**src/rtl/ram_sp_arb_pkg.sv**
```systemverilog
// ram_sp_arb_pkg: FSM encoding and sizing helpers shared by ram_sp_arbiter and rr_arbiter
package ram_sp_arb_pkg;
  localparam logic [1:0] S_IDLE  = 2'd0;
  localparam logic [1:0] S_WRITE = 2'd1;
  localparam logic [1:0] S_READ  = 2'd2;
  localparam logic [1:0] S_TURN  = 2'd3;
  function automatic int rd_cnt_w(input int rd_cycles);
    return $clog2(rd_cycles + 1);
  endfunction
  function automatic int idx_w(input int n);
    return n > 1 ? $clog2(n) : 1;
  endfunction
endpackage

```
**src/rtl/rr_arbiter.sv**
```systemverilog
// rr_arbiter: combinational round-robin picker from i_ptr, fixed lowest-index priority when RAM_SP_ARB_FIXED_PRIO_EN is defined
module rr_arbiter
  import ram_sp_arb_pkg::*;
#(
  parameter int NUM_REQ = 4,
  parameter int IW      = idx_w(NUM_REQ)
) (
  input  logic [NUM_REQ-1:0] i_req,
  input  logic [IW-1:0]      i_ptr,
  output logic [NUM_REQ-1:0] o_gnt,
  output logic [IW-1:0]      o_idx
);
  // scan from the highest offset down so the nearest requester at or after the start point wins
  always_comb begin
    o_gnt = '0;
    o_idx = '0;
    for (int k = NUM_REQ - 1; k >= 0; k--) begin
`ifdef RAM_SP_ARB_FIXED_PRIO_EN
      if (i_req[k]) begin
        o_idx = IW'(k);
        o_gnt = NUM_REQ'(1) << k;
      end
`else
      if (i_req[(int'(i_ptr) + k) % NUM_REQ]) begin
        o_idx = IW'((int'(i_ptr) + k) % NUM_REQ);
        o_gnt = NUM_REQ'(1) << ((int'(i_ptr) + k) % NUM_REQ);
      end
`endif
    end
  end
endmodule

```
**src/rtl/ram_sp_arbiter.sv**
```systemverilog
// ram_sp_arbiter: shares one async single-port RAM between NUM_REQ requesters (RAM_SP_ARB_FIXED_PRIO_EN: fixed priority)
module ram_sp_arbiter
  import ram_sp_arb_pkg::*;
#(
  parameter int DATA_WIDTH = 8,
  parameter int ADDR_WIDTH = 8,
  parameter int NUM_REQ    = 4,
  parameter int RD_CYCLES  = 1
) (
  input  logic                           clk,
  input  logic                           rst,
  input  logic [NUM_REQ-1:0]             req,
  input  logic [NUM_REQ-1:0]             req_we,
  input  logic [NUM_REQ*ADDR_WIDTH-1:0]  req_addr,
  input  logic [NUM_REQ*DATA_WIDTH-1:0]  req_wdata,
  output logic [NUM_REQ-1:0]             gnt,
  output logic [NUM_REQ-1:0]             rvalid,
  output logic [DATA_WIDTH-1:0]          rdata,
  output logic                           busy,
  output logic                           ram_cs,
  output logic                           ram_oe,
  output logic                           ram_we,
  output logic [ADDR_WIDTH-1:0]          ram_addr,
  output logic [DATA_WIDTH-1:0]          ram_wdata,
  output logic                           ram_wdata_oe,
  input  logic [DATA_WIDTH-1:0]          ram_rdata
);
  localparam int IW = idx_w(NUM_REQ);
  localparam int CW = rd_cnt_w(RD_CYCLES);
  logic [1:0]            r_state;
  logic                  r_pend;
  logic                  r_we;
  logic [ADDR_WIDTH-1:0] r_addr;
  logic [DATA_WIDTH-1:0] r_wdata;
  logic [IW-1:0]         r_owner;
  logic [CW-1:0]         r_cnt;
  logic [1:0]            w_next;
  logic                  w_last;
  logic                  w_take;
  logic                  w_start;
  logic                  w_done;
  logic [NUM_REQ-1:0]    w_gnt;
  logic [IW-1:0]         w_idx;
  logic [IW-1:0]         w_ptr;
  rr_arbiter #(.NUM_REQ(NUM_REQ), .IW(IW)) u_arb (
    .i_req (req),
    .i_ptr (w_ptr),
    .o_gnt (w_gnt),
    .o_idx (w_idx)
  );
`ifdef RAM_SP_ARB_FIXED_PRIO_EN
  assign w_ptr = '0;
`else
  logic [IW-1:0] r_ptr;
  assign w_ptr = r_ptr;
  // advance the round-robin start point past each winner
  always_ff @(posedge clk) begin
    if (rst) r_ptr <= '0;
    else if (w_take) r_ptr <= w_idx == IW'(NUM_REQ - 1) ? '0 : w_idx + 1'b1;
  end
`endif
  // arbitration happens on every edge that lands in IDLE, so the grant cycle is itself an IDLE cycle
  always_comb begin
    w_last  = r_cnt == CW'(RD_CYCLES - 1);
    w_start = r_state == S_IDLE && r_pend;
    w_done  = r_state == S_READ && w_last;
    w_next  = r_state == S_IDLE  ? (r_pend ? (r_we ? S_WRITE : S_READ) : S_IDLE) :
              r_state == S_WRITE ? S_TURN :
              r_state == S_TURN  ? S_IDLE :
              w_last             ? S_IDLE : S_READ;
    w_take  = w_next == S_IDLE && |req;
  end
  // state, captured command and registered RAM/client outputs decoded from the next state
  always_ff @(posedge clk) begin
    if (rst) begin
      r_state      <= S_IDLE;
      r_pend       <= 1'b0;
      r_we         <= 1'b0;
      r_addr       <= '0;
      r_wdata      <= '0;
      r_owner      <= '0;
      r_cnt        <= '0;
      gnt          <= '0;
      rvalid       <= '0;
      rdata        <= '0;
      busy         <= 1'b0;
      ram_cs       <= 1'b0;
      ram_oe       <= 1'b0;
      ram_we       <= 1'b0;
      ram_addr     <= '0;
      ram_wdata    <= '0;
      ram_wdata_oe <= 1'b0;
    end else begin
      r_state      <= w_next;
      r_pend       <= w_take;
      gnt          <= w_take ? w_gnt : '0;
      if (w_take) begin
        r_we    <= req_we[w_idx];
        r_addr  <= req_addr[w_idx*ADDR_WIDTH +: ADDR_WIDTH];
        r_wdata <= req_wdata[w_idx*DATA_WIDTH +: DATA_WIDTH];
        r_owner <= w_idx;
      end
      r_cnt        <= r_state == S_READ && !w_last ? r_cnt + 1'b1 : '0;
      busy         <= w_next != S_IDLE;
      ram_cs       <= w_next == S_WRITE || w_next == S_READ;
      ram_oe       <= w_next == S_READ;
      ram_we       <= w_next == S_WRITE;
      ram_wdata_oe <= w_next == S_WRITE;
      if (w_start) ram_addr <= r_addr;
      if (w_start && r_we) ram_wdata <= r_wdata;
      rvalid       <= w_done ? NUM_REQ'(1) << r_owner : '0;
      if (w_done) rdata <= ram_rdata;
    end
  end
endmodule

```
**config.mk**
```make
export PLATFORM = sky130hd
export DESIGN_NAME = ram_sp_arbiter
export DESIGN_NICKNAME = d
export VERILOG_FILES = /design/src/rtl/ram_sp_arb_pkg.sv /design/src/rtl/rr_arbiter.sv /design/src/rtl/ram_sp_arbiter.sv
export SDC_FILE = /design/constraint.sdc
export NUM_CORES = 1
export LEC_CHECK = 0
export BUFFER_PORTS_ARGS = -buffer_cell sky130_fd_sc_hd__buf_2
export CORE_UTILIZATION = 41
export CTS_CLUSTER_SIZE = 20
export DETAILED_ROUTE_END_ITERATION = 16
export GPL_ROUTABILITY_DRIVEN = 0
export PLACE_DENSITY_LB_ADDON = 0.12
export SLEW_MARGIN = 20
export SYNTH_ARGS = -nofsm -noshare
export SYNTH_HDL_FRONTEND = slang
export SYNTH_SLANG_ARGS = --single-unit
export TNS_END_PERCENT = 50
```
**constraint.sdc**
```tcl
create_clock -name clk -period 3.9 [get_ports clk]
set_input_delay 0.39 -clock clk [delete_from_list [all_inputs] [get_ports clk]]
set_output_delay 0.39 -clock clk [all_outputs]
set_load 0.01 [all_outputs]
```
Yosys cells after proc, flatten, opt, wreduce, memory -nomap -nowiden:

Cells that the tools add are included.

* flip-flop bits (word level): 61
* word-level logic and storage cells: 91
* output and inout bits: 37
* bits of input ports: 82

* $add $sub $neg: 5
* equal/unequal tests: 6
* shifts and indexed selects: 7
* muxes and demuxes: 28
* bitwise gates (word level): 7
* magnitude comparators: 5
* reductions and logical operators: 16

Operators by type and width (number)
* $shl A1 B32 Y4 const A: 3
* $shiftx A32 B6 Y8: 2
* $mux W2: 11
* $mux W4: 4
* $lt A3 B4 Y1 const B: 3
* $reduce_or A2 Y1: 6
* $bmux W1 S2: 5
* $eq A2 B2 Y1 const B: 4
* $mux W1: 8
* $shl A1 B2 Y4 const A: 2
* $lt A2 B3 Y1 const B: 2
* $logic_and A1 B1 Y1: 5
* $add A2 B1 Y2 const B: 2
* $add A2 B2 Y2 const B: 2
* $eq A2 B1 Y1 const B: 2
* $logic_not A2 Y1: 2
* $not A1 Y1: 4
* $reduce_or A4 Y1: 1
* $and A1 B1 Y1 const A: 3
* $reduce_bool A2 Y1: 1
* $add A1 B1 Y1 const B: 1
* $logic_or A1 B1 Y1: 1

Longest topological paths before layout:

Gate-level depths: netlist (run 1).

* depth in word-level cells: 12
* gate-level depth with buffers: 12

Cells and area by module:

From an unflattened synthesis (run 1), not the netlist that was laid out.

* cells, all modules: 261
* area, all modules: 2996.6 um2

By module, submodules not included
* ram_sp_arbiter: sequential area each 1221.2 um2, instances 1, area each 2506.2 um2, cells each 201
* rr_arbiter: sequential area each 0.0 um2, instances 1, area each 490.5 um2, cells each 60

Least setup slack after synthesis (run 1):

Ideal clock, no wire load.

* path kind: register -> register
* start point: register r_ptr[0]
* end point: register r_addr[0]
* buffers on the path: 4
* arrival time: 2.918 ns
* clock period less this slack: 3.056 ns
* required time: 3.762 ns
* cell stages (with the launch flop): 13
* setup slack: 0.844 ns
* cell sequence: dfxtp_1 buf_6 inv_2 clkbuf_1 ha_1 buf_6 mux4_2 and2b_4 o21ai_4 clkbuf_1 or2_2 o2111ai_1 o2111ai_2

* longest elaborated chain between the ends: 9
* elaborated cells on any way between the ends: 19
* those cells by class: add/sub: 3; shift: 1; mux: 15

Ends and longest elaborated chain
* start: declaration: line ram_sp_arbiter.sv:54 `logic [IW-1:0] r_ptr;`
* start signal: assignment: line ram_sp_arbiter.sv:59 `else if (w_take) r_ptr <= w_idx == IW'(NUM_REQ - 1) ? '0 : w_idx + 1'b1;`
* $add A2 B2 Y2: line rr_arbiter.sv:24, rr_arbiter.sv:25
* $bmux W1 S2: line rr_arbiter.sv:24 `if (i_req[(int'(i_ptr) + k) % NUM_REQ]) begin`
* $mux W1 (implied by the code) (2 in a row): line rr_arbiter.sv:24
* $mux W2 (3 in a row): line rr_arbiter.sv:24
* $mux W2 *: line rr_arbiter.sv:24
* $shiftx A32 B6 Y8 *: line ram_sp_arbiter.sv:99 `r_addr <= req_addr[w_idx*ADDR_WIDTH +: ADDR_WIDTH];`
* end signal: assignment: line ram_sp_arbiter.sv:99
* end: declaration: line ram_sp_arbiter.sv:33 `logic [ADDR_WIDTH-1:0] r_addr;`

Mark *: on every way between the ends. The rest lies on a longest branch, timed or not. The select of a mux whose other input is x is not followed.
A chain may end at the register's enable or synchronous reset.

Worst setup path after layout (run 1):

* start point: register r_ptr[1]
* end point: register r_ptr[0]

* longest elaborated chain between the ends: 10
* elaborated cells on any way between the ends: 21
* those cells by class: add/sub: 4; eq/ne: 1; mux: 16

Ends and longest elaborated chain
* $add A2 B2 Y2: line rr_arbiter.sv:24
* $bmux W1 S2: line rr_arbiter.sv:24
* $mux W1 (implied by the code) (2 in a row): line rr_arbiter.sv:24
* $mux W2 (3 in a row): line rr_arbiter.sv:24
* $mux W2 *: line rr_arbiter.sv:24
* via u_arb.o_idx[0]: line rr_arbiter.sv:11 `output logic [IW-1:0] o_idx`
* $add A2 B1 Y2 or $eq A2 B2 Y1 (tied branches): line ram_sp_arbiter.sv:59
* $mux W2 *: line ram_sp_arbiter.sv:59

The timed path passes the listed nets; every way through them passes the cells marked *. The select of a mux whose other input is x is not followed.

==> results.md, run 1 <==
| Group | Item | Reported |
|:---|:---|:---|
| synth | Share of the yosys chip area belonging to registers | 35.7% |
| floorplan | Y dimension of the die | 93.3 um |
| timing | Count of final hold-check violations | 0 |
| power and ir drop | Power spent charging and discharging nets | 1.12 mW |
| floorplan | Number of standard-cell rows in the floorplan | 32 |
| cts | Cts bufs inserted | 9 |
| worst setup path | Crit path max-delay cell type | sky130_fd_sc_hd__dfxtp_1 |
| timing | Final worst-path cycle share | 81.2% |
| power and ir drop | Combinational share of power | 46.8% |
| cts | Hold buffer count at cts | 0 |
| floorplan | Die width | 93.3 um |
| layout | Layout cells sized above 1 | 32.8% |
| synth | Async set or reset register ratio after synthesis | 0% |
| layout | Synthesis-to-layout area growth | 24.2% |
| cts | Clock tree root buffer cell | sky130_fd_sc_hd__clkbuf_8 |
| grt | First-pass GRT wire length | 14800 um |
| route | WL final | 9130 um |
| cts | CTS tree | built |
| cts | Post-cts resize count | 0 |
| job | Max Cap Violations | 0 |
| synth | Predominant post-synthesis flop cell | sky130_fd_sc_hd__dfxtp_1 |
| synth | Cell variety after synth | 55 |
| synth | Cells after Synth | 408 |
| layout | Post-Layout Inst Area | 0.00425 mm2 |
| timing | Min setup slack post-route | 0.735 ns |
| worst setup path | Cells along the critical path | inv_1 > ha_1 > mux4_2 > and2b_4 > o21ai_4 > o21ai_4 > ha_1 > or3_1 > a21oi_1 |
| timing | Setup-failing EPs final | 0 |
| worst setup path | Crit. End Element | register |
| cts | Count of buffers added by post-CTS timing repair for setup | 0 |
| grt | Global-route usage over all layers | 21.9% |
| worst setup path | Arrival @ worst endpoint | 3.43 ns |
| timing | Final-report max-slew violation count | 0 |
| layout | Count of nets after finishing | 608 |
| synth | Warnings from Yosys | 0 |
| route | Vias after detailed routing | 3290 |
| cts | Clock Latency Late Sink | 0.34 ns |
| power and ir drop | Clock Power Share | 22.5% |
| floorplan | Initial standard-cell utilization of the core | 43.4% |
| synth | Synth top area share | 35.7% |
| grt | Vias in the first global route | 3027 |
| floorplan | I/O Pins | 119 |
| grt | Maximum number of pins on one net before global-route repair | 47 |
| power and ir drop | Static power due to leakage | 1.92 nW |
| floorplan | Standard cell core area | 0.00789 mm2 |
| grt | Antenna violations before repair | 0 |
| synth | Syn avg cell area | 8.38 um2 |
| route | Remaining routing DRC violations | 0 |
| floorplan | Die ar. | 0.00871 mm2 |
| cts | Worst-path clk slew | 0.07 ns |
| timing | Final worst path period need | 3.16 ns |
| power and ir drop | Proportion of power drawn by flip-flops and latches | 30.7% |
| power and ir drop | VDD IR max | 292 uV |
| timing | Worst rel slew slack | 37.2% |
| route | Number of search-and-repair iterations in the first detailed-routing pass | 4 |
| place | Post-Place Setup Slack | 0.720 ns |
| place | Total of buffers placed on input and output ports | 118 |
| synth | Number of register bits inferred by synthesis | 61 |
| place | Area after DPL | 0.00402 mm2 |
| worst setup path | Critical path required time | 4.17 ns |
| cts | Max H-tree Level | 3 |
| route | Violation count after the first detailed-routing iteration | 139 |
| layout | Number of diodes | 0 |
| grt | Remaining global-route overflow | 0 |
| synth | Post-synthesis net count | 502 |
| outcome | Run status | complete, no violations |
| timing | Worst clock skew | 0.00778 ns |
| worst setup path | Highest net fanout along the worst path | 13 |
| synth | Post-synthesis instance area | 0.00342 mm2 |
| min path | Worst min-delay path category | in -> reg |
| route | Vias per Instance | 5.30 |
| worst setup path | Max stage delay on crit path | 0.53 ns |
| power and ir drop | Switching part of the total | 40.2% |
| worst setup path | Startpoint types | register |
| timing | Sum of negative setup slack | 0 ns |
| timing | Max Clk Rate | 316 MHz |
| cts | Clock buffer depth | 2 |
| timing | Measured slew at the worst slew-check pin | 0.934 ns |
| power and ir drop | Power per Cell Area | 655 mW/mm2 |
| synth | Top post-synthesis cells by area | sky130_fd_sc_hd__dfxtp_1 (36%), sky130_fd_sc_hd__nand2_1 (10%), sky130_fd_sc_hd__mux2i_1 (5.6%), sky130_fd_sc_hd__a21oi_1 (5.0%), sky130_fd_sc_hd__ha_1 (4.4%) |
| worst setup path | Kind of critical path | reg -> reg |
| route | Routed WL per cell | 14.7 um |
| route | Remaining antenna violation count | 0 |
| timing | Unrepaired setup endpoints after global routing | false |
| cts | Number of sinks driven by the clock tree | 61 |
| power and ir drop | Cell Int Power | 1.66 mW |
| place | Total half-perimeter wirelength after legalization and detailed placement | 6750 um |
| synth | Yosys top cell by area | sky130_fd_sc_hd__dfxtp_1 |
| synth | EDFF count, synth | 0 |
-- sequential cells by signal, summed over array words and instances, names as in the netlist --
register      cells
r_pend            1
r_ptr             2
ram_wdata_oe      1
r_addr            8
ram_addr          8
r_owner           2
gnt               4
ram_wdata         8
ram_oe            1
r_wdata           8
rdata             8
r_we              1
r_cnt             1
r_state           2
ram_cs            1
rvalid            4
busy              1
-- worst max-delay path, delay by kind of cell, from the launching register on --
kind / cells / cell delay (ns)
adder cells (fa/ha/maj): 2 / 0.64
flip-flops: 1 / 0.53
buffers and inverters: 1 / 0.18
AO/OA/AOI/OAI: 3 / 0.65
AND/OR/NAND/NOR: 2 / 0.61
multiplexers: 1 / 0.47
-- synthesized netlist by cell type (2+ instances only) --
library cell / n
sky130_fd_sc_hd__a211o_1: 6
sky130_fd_sc_hd__and2_1: 2
sky130_fd_sc_hd__mux4_2: 3
sky130_fd_sc_hd__dfxtp_1: 61
sky130_fd_sc_hd__o21ai_4: 2
sky130_fd_sc_hd__a221oi_1: 5
sky130_fd_sc_hd__nor4b_1: 2
sky130_fd_sc_hd__nand2_1: 93
sky130_fd_sc_hd__buf_2: 4
sky130_fd_sc_hd__nand3_1: 14
sky130_fd_sc_hd__nor2b_1: 4
sky130_fd_sc_hd__a221o_1: 4
sky130_fd_sc_hd__or2b_1: 4
sky130_fd_sc_hd__a211oi_1: 3
sky130_fd_sc_hd__a21oi_1: 34
sky130_fd_sc_hd__o21ai_0: 12
sky130_fd_sc_hd__o221ai_1: 2
sky130_fd_sc_hd__o2111ai_2: 10
sky130_fd_sc_hd__ha_1: 12
sky130_fd_sc_hd__mux2i_1: 19
sky130_fd_sc_hd__or2_2: 9
sky130_fd_sc_hd__or3_1: 2
sky130_fd_sc_hd__nor3_1: 5
sky130_fd_sc_hd__clkbuf_1: 14
sky130_fd_sc_hd__inv_1: 18
sky130_fd_sc_hd__o211ai_1: 3
sky130_fd_sc_hd__buf_1: 2
sky130_fd_sc_hd__o2111ai_1: 10
sky130_fd_sc_hd__nand3b_1: 2
sky130_fd_sc_hd__buf_6: 3
sky130_fd_sc_hd__nor2_1: 20
-- power by group through the flow --
| stage | logic [mW] | clock network [mW] | registers, mW |
|---|---|---|---|
| 6_report | 1.30 | 0.627 | 0.854 |
| 3_5_place_dp | 1.30 | 0 | 0.865 |
| 3_3_place_gp | 1.29 | 0 | 0.865 |
| 5_1_grt | 1.45 | 0.669 | 0.873 |
| 4_1_cts | 1.31 | 0.642 | 0.854 |
| 2_1_floorplan | 0.998 | 0 | 0.872 |
-- path summary, 6_finish.rpt --
| check | startpoint | endpoint | slack, ns | cells past startpoint |
|---|---|---|---|---|
| min | req_addr[3] | r_addr[3] | 0.28 | 3 |
| min reg2reg | r_wdata[6] | ram_wdata[6] | 0.45 | 2 |
| max reg2reg | r_ptr[1] | r_ptr[0] | 0.74 | 9 |
| max | r_ptr[1] | r_ptr[0] | 0.74 | 9 |
-- cell families after synthesis --
group,synth area share [%]
buffers and inverters,5.89
muxes,7.87
and+or+nand+nor,23.2
other,0.110
adders and majority gates,4.39
DFF,35.7
AOI/OAI and AO/OA,22.9
-- metrics by stage --
| stage | power [mW] | utilization [%] | instances | hold slack [ns] |
|---|---|---|---|---|
| 6_report | 2.78 | 53.9 | 621 | 0.280 |
| 5_1_grt | 2.99 | 53.9 | 621 | 0.267 |
| 4_1_cts | 2.81 | 53.9 | 621 | 0.269 |
| 3_5_place_dp | 2.17 | 51.0 | 605 | 0.446 |
| 3_3_place_gp | 2.15 | 51.0 | 605 | 0.438 |
| 2_1_floorplan | 1.87 | - | 408 | 0.432 |
-- layer usage --
layer	wire length [um]	track usage, %
met4	253	8.72
met5	0	0
met3	468	4.63
met1	4020	28.1
met2	4390	35.7
-- layout make-up --
type	count	area (um2)
well taps	102	128
clock buffers	10	138
fillers	770	3640
inverters	20	80.1
flip-flops and latches	61	1220
clock inverters	6	86.3
repair buffers	119	598
multi-input cells	303	2000
-- layout by cell type, fill, tap and decap left out, types with 12 or more instances in the layout --
cell,n
sky130_fd_sc_hd__buf_2,118
sky130_fd_sc_hd__nand2_1,93
sky130_fd_sc_hd__dfxtp_1,61
sky130_fd_sc_hd__a21oi_1,34
sky130_fd_sc_hd__nor2_1,20
sky130_fd_sc_hd__mux2i_1,19
sky130_fd_sc_hd__inv_1,18
sky130_fd_sc_hd__nand3_1,14
sky130_fd_sc_hd__o21ai_0,12
sky130_fd_sc_hd__ha_1,12
Note: power is estimated with default switching activity, not from simulation.
==> inputs of run 2 (changes only) <==
Clock period 3.9 ns to 2.85 ns, I/O delays scaled along.
==> run 2 against run 1 <==
  * Routed wire length shrank 1.1%
  * Via count is 0.40% higher
  * Count of clock-buffer cells in the layout down 1
  * Sequential power rose by 39%
  * Combinational power grew 41%
  * Maximum frequency grew 16%
  * Power up 33%
  * Clock skew grew 0.0016 ns
  * Core utilization is 0.40 points higher
  * Cell count grew 1.4%
  * Die area is the same
  * Sequential share of layout area down 0.12 points
==> results.md, run 2 (same netlist as run 1, synthesis figures left out) <==
| Group | Item | Reported |
|:---|:---|:---|
| timing | Final worst path period need | 2.73 ns |
| job | Max Cap Violations | 0 |
| layout | Footprint of the flip-flops and latches | 0.00122 mm2 |
| floorplan | Y dimension of the die | 93.3 um |
| timing | Min setup slack post-route | 0.119 ns |
| floorplan | Standard cell core area | 0.00789 mm2 |
| worst setup path | Highest net fanout along the worst path | 16 |
| cts | Cts bufs inserted | 9 |
| min path | Worst min-delay path category | in -> reg |
| worst setup path | Startpoint types | register |
| grt | Global-route usage over all layers | 21.6% |
| place | Post-Place Setup Slack | 0.0397 ns |
| timing | Setup-failing EPs final | 0 |
| timing | Count of final hold-check violations | 0 |
| timing | Worst clock skew | 0.00938 ns |
| route | WL final | 9040 um |
| route | Vias after detailed routing | 3303 |
| cts | Clock tree root buffer cell | sky130_fd_sc_hd__clkbuf_8 |
| power and ir drop | Total chip power | 3.70 mW |
| power and ir drop | Power per Cell Area | 864 mW/mm2 |
| route | Remaining antenna violation count | 0 |
| grt | Vias in the first global route | 3149 |
| grt | First-pass GRT wire length | 14700 um |
| floorplan | I/O Pins | 119 |
| layout | Commonest non-fill, non-tap cell in the layout | sky130_fd_sc_hd__buf_2 |
| cts | Worst-path clk slew | 0.07 ns |
| layout | Synthesis-to-layout area growth | 25.1% |
| min path | Launch point of the worst hold path | req_addr[3] |
| worst setup path | Crit. End Element | register |
| power and ir drop | VDD IR max | 339 uV |
| worst setup path | Critical path required time | 3.11 ns |
| timing | Measured slew at the worst slew-check pin | 0.963 ns |
| route | Remaining routing DRC violations | 0 |
| place | Total of buffers placed on input and output ports | 118 |
| cts | Number of sinks driven by the clock tree | 61 |
| route | Number of search-and-repair iterations in the first detailed-routing pass | 5 |
| floorplan | Number of standard-cell rows in the floorplan | 32 |
| worst setup path | Max stage delay on crit path | 0.60 ns |
| layout | Number of diodes | 0 |
| route | Routed WL per cell | 14.3 um |
| place | Total half-perimeter wirelength after legalization and detailed placement | 6740 um |
| timing | Max Clk Rate | 366 MHz |
| cts | CTS tree | built |
| cts | Clock buffer depth | 2 |
| worst setup path | Crit path max-delay cell type | sky130_fd_sc_hd__mux4_2 |
| timing | Final-report max-slew violation count | 0 |
| floorplan | Initial standard-cell utilization of the core | 43.4% |
| place | Area after DPL | 0.00409 mm2 |
| worst setup path | Source of the worst register-to-register timing path | r_ptr[0] |
| cts | Clock Latency Late Sink | 0.34 ns |
| timing | Worst Hold Slack | 0.172 ns |
| outcome | Run status | complete, no violations |
| grt | Remaining global-route overflow | 0 |
| route | Vias per Instance | 5.24 |
| grt | Maximum number of pins on one net before global-route repair | 46 |
| layout | Layout cells sized above 1 | 34.5% |
| worst setup path | Arrival @ worst endpoint | 2.99 ns |
| grt | Antenna violations before repair | 0 |
| power and ir drop | Static power due to leakage | 1.94 nW |
| layout | Count of fill cells added during filler insertion | 803 |
| layout | Post-Layout Inst Area | 0.00428 mm2 |
| layout | Count of nets after finishing | 617 |
| timing | Unrepaired setup endpoints after global routing | true |
| worst setup path | Kind of critical path | reg -> reg |
| floorplan | Die ar. | 0.00871 mm2 |
| cts | Hold buffer count at cts | 0 |
| timing | Worst rel slew slack | 35.3% |
| worst setup path | Start point of the critical path | r_ptr[0] |
| floorplan | Die width | 93.3 um |
| timing | Final worst-path cycle share | 95.8% |
| worst setup path | Cells along the critical path | inv_4 > ha_1 > mux4_2 > o21bai_4 > nand2_4 > o21ai_4 > ha_2 > or3_1 > a21oi_1 |
| layout | Most frequent cells in the layout | sky130_fd_sc_hd__buf_2 (118), sky130_fd_sc_hd__nand2_1 (92), sky130_fd_sc_hd__dfxtp_1 (60) |
| layout | Area of the multi-input gates | 0.00200 mm2 |
| cts | Max H-tree Level | 3 |
| route | Violation count after the first detailed-routing iteration | 115 |
| worst setup path | Reg-to-reg slack, setup | 0.12 ns |
## run 2: changes by cell type in the layout (fill, tap and decap cells not counted)
cell and change:
sky130_fd_sc_hd__buf_4 +9, sky130_fd_sc_hd__bufinv_16 -2, sky130_fd_sc_hd__clkbuf_8 -1, sky130_fd_sc_hd__clkinv_4 +3, sky130_fd_sc_hd__dfxtp_1 -1, sky130_fd_sc_hd__dfxtp_4 +1
sky130_fd_sc_hd__ha_1 -1, sky130_fd_sc_hd__ha_2 +1, sky130_fd_sc_hd__inv_2 -1, sky130_fd_sc_hd__inv_4 +1, sky130_fd_sc_hd__nand2_1 -1, sky130_fd_sc_hd__nand2_2 +1
## run 2: per-stage QoR
step	setup TNS (ns)	std cells	utilization, %
finish	0	630	54.3
global placement	0	613	51.9
CTS	0	629	54.1
global route	-0.0346	630	54.3
floorplan	0	408	-
detailed placement	0	613	51.9
## run 2: routing by layer
| metal | track usage [%] | wire length, um |
|---|---|---|
| met1 | 27.9 | 4050 |
| met5 | 0 | 0 |
| met4 | 9.49 | 203 |
| met3 | 3.50 | 602 |
| met2 | 35.3 | 4180 |
## run 2: worst max-delay path, delay by kind of cell (launching register included)
kind	cells	cell delay (ns)
compound gates	3	0.51
fa+ha+maj	2	0.50
buf+inv	1	0.04
flops	1	0.47
mux	1	0.60
simple gates	2	0.53
## run 2: where the power goes
group          leakage, nW  internal (mW)  switching, mW
logic                 1.35          0.767           1.06
registers            0.500           1.05          0.136
clock network       0.0891          0.317          0.362
## run 2: final timing paths
| check | end | cells past startpoint |
|---|---|---|
| worst min register to register | ram_addr[3] | 2 |
| worst max-delay path | r_ptr[0] | 9 |
| worst max register to register | r_ptr[0] | 9 |
| worst min-delay path | r_addr[3] | 3 |
## run 2: timing repair
action | in CTS | in global routing
setup endpoints to repair | 0 | 13
gates resized for setup | 0 | 1
setup buffers | 0 | 1
## run 2: layout make-up
cell class / count / area share [%]
tap: 102 / 2.98
clock buffer: 9 / 2.89
inverter: 20 / 1.93
clock inverter: 7 / 1.23
multi-input combinational: 303 / 46.8
sequential: 61 / 28.6
timing repair buffer: 128 / 15.6
==> inputs of run 3 (changes only) <==
Settings changed: BUFFER_PORTS_ARGS -buffer_cell sky130_fd_sc_hd__buf_2 to unset, DONT_BUFFER_PORTS set to 1.
==> run 3 against run 2 <==
  * Maximum frequency grew 2.1%
  * Worst hold slack worse by 0.16 ns
  * Sequential cell count stayed put
  * Count of clock-buffer cells in the layout up 1
  * Global-route usage grew 0.39 points
  * Cell count down 18%
  * Sequential share of layout area grew 3.8 points
  * Non-clock buffer count decreased by 112
  * Die area unchanged
  * Power increased by 0.69%
  * Sequential power is 3% higher
  * Routed wire length is 3.2% higher
  * Critical path type unchanged
==> results.md, run 3 (same netlist as run 1, synthesis figures left out) <==
| Group | Item | Reported |
|:---|:---|:---|
| grt | Antenna violations before repair | 0 |
| cts | Max H-tree Level | 3 |
| timing | Final-report max-slew violation count | 0 |
| layout | Synthesis-to-layout area growth | 10.6% |
| cts | Clock buffer depth | 2 |
| layout | Layout cells sized above 1 | 15.9% |
| cts | Worst-path clk slew | 0.07 ns |
| timing | Max Clk Rate | 374 MHz |
| worst setup path | Arrival @ worst endpoint | 2.94 ns |
| floorplan | I/O Pins | 119 |
| floorplan | Die width | 93.3 um |
| worst setup path | Crit. End Element | register |
| floorplan | Y dimension of the die | 93.3 um |
| worst setup path | Highest net fanout along the worst path | 12 |
| worst setup path | Critical path required time | 3.11 ns |
| cts | Clock Latency Late Sink | 0.34 ns |
| layout | Count of nets after finishing | 505 |
| timing | Sum of negative setup slack | 0 ns |
| cts | Cts bufs inserted | 9 |
| timing | Worst clock skew | 0.00615 ns |
| cts | Number of sinks driven by the clock tree | 61 |
| route | Remaining routing DRC violations | 0 |
| job | Max Cap Violations | 0 |
| grt | Maximum number of pins on one net before global-route repair | 38 |
| grt | Global-route usage over all layers | 22.0% |
| timing | Final worst path period need | 2.67 ns |
| floorplan | Die ar. | 0.00871 mm2 |
| power and ir drop | Total chip power | 3.72 mW |
| timing | Count of final hold-check violations | 0 |
| power and ir drop | Static power due to leakage | 1.45 nW |
| cts | CTS tree | built |
| route | Violation count after the first detailed-routing iteration | 120 |
| layout | Number of diodes | 0 |
| layout | Count of fill cells added during filler insertion | 783 |
| worst setup path | Kind of critical path | reg -> reg |
| min path | Worst min-delay path category | in -> reg |
| timing | Unrepaired setup endpoints after global routing | false |
| timing | Final worst-path cycle share | 93.9% |
| outcome | Run status | complete, no violations |
| floorplan | Number of standard-cell rows in the floorplan | 32 |
| grt | Vias in the first global route | 2827 |
| route | WL final | 9320 um |
| layout | Most frequent cells in the layout | sky130_fd_sc_hd__nand2_1 (92), sky130_fd_sc_hd__dfxtp_1 (60), sky130_fd_sc_hd__a21oi_1 (34) |
| grt | First-pass GRT wire length | 14700 um |
| route | Vias per Instance | 5.70 |
| power and ir drop | VDD IR max | 378 uV |
| place | Total half-perimeter wirelength after legalization and detailed placement | 6660 um |
| place | Total of buffers placed on input and output ports | 0 |
| timing | Measured slew at the worst slew-check pin | 0.898 ns |
| timing | Worst rel slew slack | 39.7% |
| route | Vias after detailed routing | 2954 |
| cts | Clock tree root buffer cell | sky130_fd_sc_hd__clkbuf_8 |
| layout | Commonest non-fill, non-tap cell in the layout | sky130_fd_sc_hd__nand2_1 |
| floorplan | Initial standard-cell utilization of the core | 43.4% |
| timing | Setup-failing EPs final | 0 |
| floorplan | Standard cell core area | 0.00789 mm2 |
| grt | Remaining global-route overflow | 0 |
| power and ir drop | Power per Cell Area | 984 mW/mm2 |
| worst setup path | Startpoint types | register |
| route | Routed WL per cell | 18.0 um |
| route | Remaining antenna violation count | 0 |
| route | Number of search-and-repair iterations in the first detailed-routing pass | 4 |
[run 3: per-stage QoR]
stage               hold WS, ns  setup slack [ns]  instance area [um2]  instances  utilization [%]
finish                   0.0139             0.175                 3780        518             48.0
floorplan                 0.421           0.00510                 3450        408                -
global placement          0.355             0.117                 3510        496             44.5
CTS                    0.000515            0.0591                 3740        515             47.4
detailed placement        0.357            0.0759                 3510        496             44.5
global route            0.00208           0.00912                 3780        518             48.0
[run 3: cell type report]
cell class	count	area [um2]	share of cell area (%)
multi-input combinational	303	2020	53.3
sequential	61	1220	32.4
clock buffer	10	138	3.64
timing repair buffer	16	133	3.51
tap	102	128	3.37
inverter	20	82.6	2.18
clock inverter	6	61.3	1.62
[run 3: layer usage]
metal / part of all wire (%) / global-route usage, % / vias up
li1: - / - / 1451
met1: 44 / 27.8 / 1385
met2: 47 / 35.6 / 104
met3: 7.6 / 6.18 / 14
met4: 1.6 / 7.82 / 0
met5: 0 / 0 / -
[run 3: report_power, final]
part           switching [mW]  internal, mW
Clock                   0.356         0.425
Sequential              0.176          1.05
Combinational            1.00         0.708
[run 3: timing repair]
action / 4_1_cts / 5_1_grt
buffers inserted: 0 / 1
hold buffers: 3 / 2
resized for setup: 0 / 3
endpoints found under the setup margin: 0 / 16
hold endpoints to repair: 9 / 9
[run 3: worst paths after layout]
path / cells past startpoint / end / slack [ns] / from
worst max-delay path: 9 / r_ptr[0] / 0.18 / r_ptr[0]
worst min-delay path: 1 / r_owner[1] / 0.01 / rst
worst max register to register: 9 / r_ptr[0] / 0.18 / r_ptr[0]
worst min register to register: 2 / ram_addr[6] / 0.45 / r_addr[6]
[run 3: worst max-delay path, stage by stage, from the launching register on]
cell                       delay, ns
sky130_fd_sc_hd__dfxtp_4        0.44
sky130_fd_sc_hd__inv_4          0.04
sky130_fd_sc_hd__ha_1           0.31
sky130_fd_sc_hd__mux4_2         0.59
sky130_fd_sc_hd__o21bai_4       0.24
sky130_fd_sc_hd__nand2_8        0.14
sky130_fd_sc_hd__o21ai_4        0.14
sky130_fd_sc_hd__ha_2           0.20
sky130_fd_sc_hd__or3_1          0.36
sky130_fd_sc_hd__a21oi_1        0.13
